[config.mk]
export PLATFORM = sky130hd
export DESIGN_NAME = if_id_fetch
export DESIGN_NICKNAME = d
export VERILOG_FILES = /design/src/rtl/if_id_fetch.sv
export SDC_FILE = /design/constraint.sdc
export NUM_CORES = 1
export LEC_CHECK = 0
export BUFFER_PORTS_ARGS = -buffer_cell sky130_fd_sc_hd__clkbuf_2
export CORE_ASPECT_RATIO = 0.5
export CORE_UTILIZATION = 40
export DETAILED_ROUTE_END_ITERATION = 10
export PLACE_DENSITY = 0.65
export REMOVE_ABC_BUFFERS = 1
export SLEW_MARGIN = 20
export SYNTH_ARGS = -nofsm -noshare
export SYNTH_HDL_FRONTEND = slang
export SYNTH_SLANG_ARGS = --single-unit
[constraint.sdc]
create_clock -name clk -period 22.7 [get_ports clk]
set_input_delay 4.54 -clock clk [delete_from_list [all_inputs] [get_ports clk]]
set_output_delay 4.54 -clock clk [all_outputs]
set_load 0.02 [all_outputs]
[src/rtl/if_id_fetch.sv]
// if_id_fetch: LEGv8 instruction-fetch stage with the IF/ID pipeline register.
// Owns the PC, requests instructions from imem, and fills IF/ID with either a
// fetched instruction or a NOP bubble (boot, memory wait, redirect).
// Optional macro IF_ID_PERF_CNT_EN adds saturating fetch/bubble counters.
module if_id_fetch #(
  parameter int unsigned       ADDR_W    = 64,
  parameter logic [ADDR_W-1:0] RESET_PC  = '0,
  parameter logic [31:0]       NOP_INSTR = 32'h910003FF
) (
  input  logic              clk,
  input  logic              reset,
  input  logic              stall,
  input  logic              redirect_valid,
  input  logic [ADDR_W-1:0] redirect_target,
  output logic              imem_req,
  output logic [ADDR_W-1:0] imem_addr,
  input  logic              imem_ready,
  input  logic [31:0]       imem_rdata,
  output logic              if_id_valid,
  output logic [31:0]       if_id_instr,
  output logic [ADDR_W-1:0] if_id_pc,
  output logic [ADDR_W-1:0] if_id_pc_plus4,
  output logic [10:0]       opcode
`ifdef IF_ID_PERF_CNT_EN
  ,
  output logic [31:0]       perf_fetched,
  output logic [31:0]       perf_bubbles
`endif
);

  typedef enum logic [1:0] {BOOT, RUN, MISS} state_t;

  state_t            state_q, state_d;
  logic [ADDR_W-1:0] pc_q, pc_d;
  logic              valid_q, valid_d;
  logic [31:0]       instr_q, instr_d;
  logic [ADDR_W-1:0] ifpc_q, ifpc_d;
  logic [ADDR_W-1:0] ifpc4_q, ifpc4_d;
  logic              load_instr;   // a real instruction is latched this cycle
  logic              load_bubble;  // a bubble is latched this cycle

  // State register, PC and IF/ID pipeline register
  always_ff @(posedge clk or posedge reset) begin
    if (reset) begin
      state_q <= BOOT;
      pc_q    <= RESET_PC;
      valid_q <= 1'b0;
      instr_q <= NOP_INSTR;
      ifpc_q  <= '0;
      ifpc4_q <= '0;
    end else begin
      state_q <= state_d;
      pc_q    <= pc_d;
      valid_q <= valid_d;
      instr_q <= instr_d;
      ifpc_q  <= ifpc_d;
      ifpc4_q <= ifpc4_d;
    end
  end

  // Next-state and IF/ID update; priority redirect > stall > imem_ready.
  // A bubble leaves if_id_pc/pc_plus4 untouched since they are only
  // meaningful while if_id_valid is set.
  always_comb begin
    state_d     = state_q;
    pc_d        = pc_q;
    valid_d     = valid_q;
    instr_d     = instr_q;
    ifpc_d      = ifpc_q;
    ifpc4_d     = ifpc4_q;
    load_instr  = 1'b0;
    load_bubble = 1'b0;
    if (redirect_valid) begin
      // Redirect from any state; returned data this cycle is dropped
      pc_d        = {redirect_target[ADDR_W-1:2], 2'b00};
      load_bubble = 1'b1;
      state_d     = RUN;
    end else if (state_q == BOOT) begin
      // No request was issued while booting, so always one bubble
      load_bubble = 1'b1;
      state_d     = RUN;
    end else if (stall) begin
      // Hold everything; the same PC is refetched once the stall drops
      state_d = state_q;
    end else if (imem_ready) begin
      load_instr = 1'b1;
      pc_d       = pc_q + ADDR_W'(4);
      state_d    = RUN;
    end else begin
      load_bubble = 1'b1;
      state_d     = MISS;
    end

    if (load_instr) begin
      valid_d = 1'b1;
      instr_d = imem_rdata;
      ifpc_d  = pc_q;
      ifpc4_d = pc_q + ADDR_W'(4);
    end else if (load_bubble) begin
      valid_d = 1'b0;
      instr_d = NOP_INSTR;
    end
  end

  assign imem_req       = (state_q != BOOT);
  assign imem_addr      = pc_q;
  assign if_id_valid    = valid_q;
  assign if_id_instr    = instr_q;
  assign if_id_pc       = ifpc_q;
  assign if_id_pc_plus4 = ifpc4_q;
  assign opcode         = instr_q[31:21];

`ifdef IF_ID_PERF_CNT_EN
  logic [31:0] fetched_q, fetched_d;
  logic [31:0] bubbles_q, bubbles_d;

  // Saturating counters for latched instructions and latched bubbles
  always_comb begin
    fetched_d = fetched_q;
    bubbles_d = bubbles_q;
    if (load_instr && (fetched_q != 32'hFFFF_FFFF)) fetched_d = fetched_q + 32'd1;
    if (load_bubble && (bubbles_q != 32'hFFFF_FFFF)) bubbles_d = bubbles_q + 32'd1;
  end

  // Counter registers, cleared on reset
  always_ff @(posedge clk or posedge reset) begin
    if (reset) begin
      fetched_q <= '0;
      bubbles_q <= '0;
    end else begin
      fetched_q <= fetched_d;
      bubbles_q <= bubbles_d;
    end
  end

  assign perf_fetched = fetched_q;
  assign perf_bubbles = bubbles_q;
`endif

endmodule

==> metrics.yaml, run 1 <==
run_status:
  outcome: "finished clean"
route:
  vias_per_cell: 5.15
  wl_met3_um: 1400
  drtIter0Drc: 573
  routed_wl_um: 31200
  dr_wl_met2_um: 15100
  drt_first_pass_iters: 5
  wl_met1_um: 13900
  drc: 0
  top_layer_used: "met4"
  route.vias.total: 9074
  routedWlPerCell_um: 17.7
  drtAntennaViolNets: 0
synth:
  yosysUniqueCellTypes: 52
  synth_edf_count: 0
  async_flop_share: 1.00
  ys_ff_latch: 221
  syn_inst: 1139
  yosysWarnings: 0
  synthFlopType: "dfrtp_1"
  synth_area_um2: 10400
  avgSynthCellArea_um2: 9.15
  yosysSeqAreaShare: 0.532
setup_path:
  cp.arrival_ns: 7.69
  crit_path_end_kind: "flip-flop"
  r2r_slack_ns: 19.26
  critPathMostFrequentCell: "buf_4"
  critPathRequiredTime_ns: 23.09
  cp_top_family: "buffers and inverters"
  crit_chain: "buf_4, nor2_1, nand2_4, buf_4, buf_4, nor2_1, a221o_1"
  reg2regPathDepth: 7
  critPathMaxFanout: 98
  path_buf_inv: 3
  reg2reg_to: "imem_addr[52]"
  path_class: "in2reg"
  critPathSlowestCell: "buf_4"
  crit_path_max_incr_delay_ns: 0.84
  critPathLaunchType: "input port"
  r2r_start: "state_q[0]"
sta:
  holdWs_ns: 0.475
  setup_viol: 0
  max_freq_mhz: 137
  skew_ns: 0.0115
  worst_pin_slew_ns: 1.03
  rsz0062_at_grt: "false"
  relSlewSlack: 0.311
  fin_crit_sh: 0.322
  fin_crit_ns: 7.31
  slew_viol_final: 0
  finalHoldViolations: 0
  layout_setup_ws_ns: 15.39
  setup_tns_ns: 0
floorplanning:
  die_h_um: 116
  initial_core_util: 0.410
  rows: 41
  dieArea_um2: 26700
  io_pins: 338
  core_um2: 25400
  die_w_um: 230
placement:
  dp_hpwl_um: 22000
  gp_congestion: 0.847
  place_ws_ns: 14.90
  portBuffers: 329
clocking:
  cts_tree: "yes"
  cts_setup_buffers: 0
  htree_levels: 1
  cts-root-buf: "clkbuf_16"
  hold_buffers: 0
  cts.sinks: 221
  ctsResizeCount: 0
  cts_buffers: 21
  clockBufferDepth: 3
  clock_latency_ns: 0.51
  clk_pin_slew_ns: 0.07
global_routing:
  grt_pass1_vias: 8474
  grt_max_degree: 101
  antenna_found_initial: 1
  grt-ovfl-total: 0
  grt_first_pass_wirelength_um: 47700
  track_usage: 0.227
min_path:
  hp-start: "if_id_pc[30]"
  hold_path.class: "reg2reg"
  hold_end: "if_id_pc[30]"
  holdPathStages: 2
final_layout:
  utilization: 0.504
  drive_gt1_frac: 0.286
  nets: 1504
  area_growth_pct: 22.9
power:
  p_total_mw: 1.10
  p_leak_nw: 6.25
  p_per_area_nw_per_um2: 85.9
  ir_worst_vdd_uv: 36.8
flow_run:
  drv_cap: 0
==> state kept, by name, indices dropped and copies added (netlist names) <==
| name | flops |
|---|---|
| if_id_pc | 62 |
| if_id_instr | 32 |
| if_id_pc_plus4 | 62 |
| imem_addr | 62 |
| state_q | 2 |
| if_id_valid | 1 |
==> routing by layer <==
layer / track usage / up-vias
li1: - / 4305
met1: 0.314 / 4456
met2: 0.376 / 251
met3: 0.0320 / 62
met4: 0.0667 / 0
met5: 0 / -
==> Yosys cell counts (3+ instances only) <==
library cell | number | area share
nand4_1 | 26 | 0.016
inv_1 | 6 | 0.0022
nand2b_1 | 5 | 0.0030
buf_2 | 15 | 0.0072
xor2_1 | 43 | 0.036
dfrtp_1 | 208 | 0.50
and3_1 | 10 | 0.0060
a21oi_1 | 18 | 0.0086
clkbuf_1 | 57 | 0.021
nor3_1 | 14 | 0.0067
o22a_1 | 13 | 0.011
nor4_4 | 3 | 0.0061
nand2_1 | 341 | 0.12
nor4_1 | 10 | 0.0060
xnor2_1 | 46 | 0.039
buf_1 | 8 | 0.0029
nor2_1 | 58 | 0.021
clkbuf_2 | 6 | 0.0029
nand3_1 | 35 | 0.017
a22o_1 | 19 | 0.016
o21ai_0 | 90 | 0.043
o311ai_0 | 5 | 0.0042
and2_1 | 4 | 0.0024
or4_1 | 4 | 0.0029
or3_1 | 7 | 0.0042
o221ai_1 | 5 | 0.0042
a221o_1 | 5 | 0.0048
nor2b_1 | 15 | 0.0090
dfstp_2 | 13 | 0.033
o211ai_1 | 3 | 0.0022
buf_4 | 19 | 0.014
==> power breakdown <==
group / total [mW] / switching [mW] / internal, mW
clock: 0.347 / 0.152 / 0.196
sequential: 0.507 / 0.0547 / 0.452
combinational: 0.245 / 0.165 / 0.0807
total: 1.10 / 0.371 / 0.729
==> layout make-up <==
| type | count | area, um^2 |
|---|---|---|
| fillers | 2404 | 12600 |
| flip-flops and latches | 221 | 5550 |
| multi-input cells | 812 | 4410 |
| repair buffers | 340 | 1730 |
| clock buffers | 32 | 607 |
| well taps | 344 | 430 |
| clock inverters | 5 | 50.0 |
| inverters | 6 | 30.0 |
| diodes | 1 | 2.50 |
==> per-stage QoR <==
stage / std cells / instance area, um^2
2_1_floorplan: 1039 / 9950
3_3_place_gp: 1723 / 12100
3_5_place_dp: 1723 / 12100
4_1_cts: 1760 / 12800
5_1_grt: 1761 / 12800
6_report: 1761 / 12800
==> worst max path at each step <==
stage / start / end / depth (start not counted)
2_1_floorplan: stall / if_id_pc_plus4[55] / 5
3_3_place_gp: redirect_valid / imem_addr[52] / 7
3_5_place_dp: redirect_valid / imem_addr[52] / 7
4_1_cts: redirect_valid / imem_addr[52] / 7
5_1_grt: redirect_valid / imem_addr[52] / 7
6_report: redirect_valid / imem_addr[52] / 7
==> worst register-to-register path, delay by kind of cell (launching register included) <==
family	cells	cell delay, ns
AOI/OAI and AO/OA	1	0.29
buffers and inverters	2	1.61
DFF	1	0.44
and+or+nand+nor	4	1.00
==> cell usage in the layout (no fill, tap or decap), types with 6 or more instances in the layout <==
master	count
nand2_1	340
clkbuf_2	328
dfrtp_1	208
o21ai_0	89
nor2_1	57
xnor2_1	46
xor2_1	43
nand3_1	35
nand4_1	26
clkbuf_16	21
a22o_1	19
a21oi_1	18
nor2b_1	15
o22a_1	13
dfstp_2	13
nor3_1	12
buf_4	12
nor4_1	10
and3_1	10
or3_1	7
clkbuf_1	7
conb_1	6
==> cell families after synthesis <==
group                      Yosys count  synth area share
buffers and inverters              111            0.0494
DFF                                221             0.532
muxes                                1           0.00108
AOI/OAI and AO/OA                  168             0.101
adders and majority gates            1           0.00120
other                                1          0.000360
and+or+nand+nor                    547             0.240
xor gates and xnor gates            89            0.0748
Power figures use the tool's default switching activity.
==> inputs of run 2 (changes only) <==
- clock period: 22.7 -> 6.9 ns (I/O delays scaled with it)
==> run 2 against run 1 <==
Net effect: final cell count rose by 0.23%; sequential cell count stayed put; design area rose by 0.94%; combinational power grew to 3.3 times the previous value; first-iteration DRC count increased by 4.9%; highest routed layer unchanged; total power grew to 3.4 times the previous value; core utilization up 0.47 points; clock power rose to 3.7 times the previous value; sequential share of layout area fell by 0.40 points.
==> metrics.yaml, run 2 (synthesis results as in run 1) <==
final_layout:
  drive_gt1_frac: 0.291  # was 0.286
  layout_common_cells: "nand2_1 (340), clkbuf_2 (328), dfrtp_1 (208), o21ai_0 (89), nor2_1 (57)"  # unchanged
  final_common_cell: "nand2_1"  # unchanged
  utilization: 0.509  # was 0.504
  finalInstanceArea_um2: 12900  # was 12,800 um^2
  area_growth_pct: 24.1  # was 22.9%
  fillers: 2419  # was 2,404
  stdcell_count: 1765  # was 1,761
  nets: 1505  # was 1,504
global_routing:
  grt_max_degree: 123  # was 101
  track_usage: 0.226  # was 0.227
  grt-ovfl-total: 0  # unchanged
  antenna_found_initial: 1  # unchanged
  grt_first_pass_wirelength_um: 47200  # was 47,700 um
  grt_pass1_vias: 8379  # was 8,474
placement:
  place_ws_ns: 2.98  # was 14.90 ns
  placedCellCount: 1723  # unchanged
  gp_congestion: 0.874  # was 0.847
  dp_hpwl_um: 21600  # was 22,000 um
  place_area_um2: 12100  # unchanged
  portBuffers: 329  # unchanged
clocking:
  cts_buffers: 22  # was 21
  ctsResizeCount: 0  # unchanged
  clk_pin_slew_ns: 0.06  # was 0.07 ns
  clockBufferDepth: 3  # unchanged
  hold_buffers: 0  # unchanged
  clock_latency_ns: 0.52  # was 0.51 ns
  cts.sinks: 221  # unchanged
  htree_levels: 1  # unchanged
  cts_tree: "yes"  # unchanged
  cts_setup_buffers: 0  # unchanged
  cts-root-buf: "clkbuf_16"  # unchanged
floorplanning:
  io_pins: 338  # unchanged
  core_um2: 25400  # unchanged
  die_w_um: 230  # unchanged
  rows: 41  # unchanged
  die_h_um: 116  # unchanged
  dieArea_um2: 26700  # unchanged
  initial_core_util: 0.410  # unchanged
setup_path:
  path_buf_inv: 2  # was 3
  cp_top_family: "buffers and inverters"  # unchanged
  crit_path_max_incr_delay_ns: 0.66  # was 0.84 ns
  critPathMaxFanout: 82  # was 98
  r2r_start: "imem_addr[2]"  # was state_q[0]
  crit_path_end_kind: "flip-flop"  # unchanged
  crit_chain: "buf_4, nor2_1, nand2_4, buf_4, nor2_1, a221o_1"  # was buf_4, nor2_1, nand2_4, buf_4, buf_4, nor2_1, a221o_1
  critPathLaunchType: "input port"  # unchanged
  critPathRequiredTime_ns: 7.30  # was 23.09 ns
  crit_path_start: "redirect_valid"  # unchanged
  reg2regPathDepth: 7  # unchanged
  reg2reg_to: "imem_addr[50]"  # was imem_addr[52]
  path_class: "in2reg"  # unchanged
  critPathSlowestCell: "nand2_4"  # was buf_4
  r2r_slack_ns: 3.74  # was 19.26 ns
  cp.arrival_ns: 3.79  # was 7.69 ns
power:
  p_per_area_nw_per_um2: 292  # was 85.9 nW/um^2
  p_leak_nw: 6.32  # was 6.25 nW
  ir_worst_vdd_uv: 143  # was 36.8 uV
  p_total_mw: 3.77  # was 1.10 mW
route:
  drt_first_pass_iters: 7  # was 5
  drtAntennaViolNets: 0  # unchanged
  drtIter0Drc: 601  # was 573
  routedWlPerCell_um: 17.6  # was 17.7 um
  route.vias.total: 9151  # was 9,074
  drc: 0  # unchanged
  routed_wl_um: 31100  # was 31,200 um
  vias_per_cell: 5.18  # was 5.15
sta:
  relSlewSlack: 0.305  # was 0.311
  max_freq_mhz: 295
  finalHoldViolations: 0  # unchanged
  fin_crit_sh: 0.492
  slew_viol_final: 0  # unchanged
  worst_pin_slew_ns: 1.04  # was 1.03 ns
  setup_viol: 0  # unchanged
  rsz0062_at_grt: "false"  # unchanged
  layout_setup_ws_ns: 3.51  # was 15.39 ns
  fin_crit_ns: 3.39
  skew_ns: 0.00934  # was 0.0115 ns
run_status:
  outcome: "finished clean"  # unchanged
min_path:
  hp-start: "if_id_pc[49]"  # was if_id_pc[30]
  hold_end: "if_id_pc[49]"  # was if_id_pc[30]
  holdPathStages: 2  # unchanged
  hold_path.class: "reg2reg"  # unchanged
flow_run:
  drv_cap: 0  # unchanged
[run 2: changes by cell type in the layout (fill, tap and decap cells not counted)]
cell	before	now
bufinv_16	1	3
clkbuf_1	7	2
clkbuf_16	21	24
clkbuf_8	4	2
clkinv_2	4	6
diode_2	1	2
inv_4	0	3
[run 2: power breakdown]
group	leakage [nW]	internal (mW)	total (mW)	switching, mW
clock	0.392	0.767	1.30	0.528
sequential	2.75	1.49	1.67	0.179
combinational	3.17	0.266	0.806	0.540
[run 2: how the worst max path moves through the flow]
stage | end | cells past startpoint
floorplan | if_id_pc_plus4[55] | 5
global placement | imem_addr[52] | 6
detailed placement | imem_addr[52] | 6
CTS | imem_addr[52] | 6
global route | imem_addr[52] | 6
finish | imem_addr[52] | 6
[run 2: worst register-to-register path, stage by stage, from the launching register on]
cell and delay [ns]:
dfrtp_1 0.53, ha_1 0.31, nand3_1 0.33, or4_1 0.70, nor2_1 0.59, nand3_1 0.24, o21ai_0 0.18, o311ai_0 0.14
[run 2: layout make-up]
cell class	count	area, um^2	share of cell area
Sequential cell	221	5550	0.429
Multi-Input combinational cell	812	4410	0.341
Timing Repair Buffer	340	1730	0.134
Clock buffer	28	636	0.0492
Tap cell	344	430	0.0333
Clock inverter	12	139	0.0107
Inverter	6	30.0	0.00232
Antenna cell	2	5.00	0.000387
[run 2: per-stage QoR]
step | hold WS [ns] | TNS (ns)
after floorplan | 0.497 | -156.49
after global placement | 0.457 | 0
after detailed placement | 0.462 | 0
after CTS | 0.477 | 0
after global routing | 0.490 | 0
final | 0.475 | 0
[run 2: routing by layer]
layer  vias to the layer above  part of all wire  global-route usage
met5                         -                 0                   0
met4                         0             0.040              0.0909
met3                        67             0.044              0.0337
met2                       245              0.47               0.362
met1                      4520              0.44               0.312
li1                       4319                 -                   -
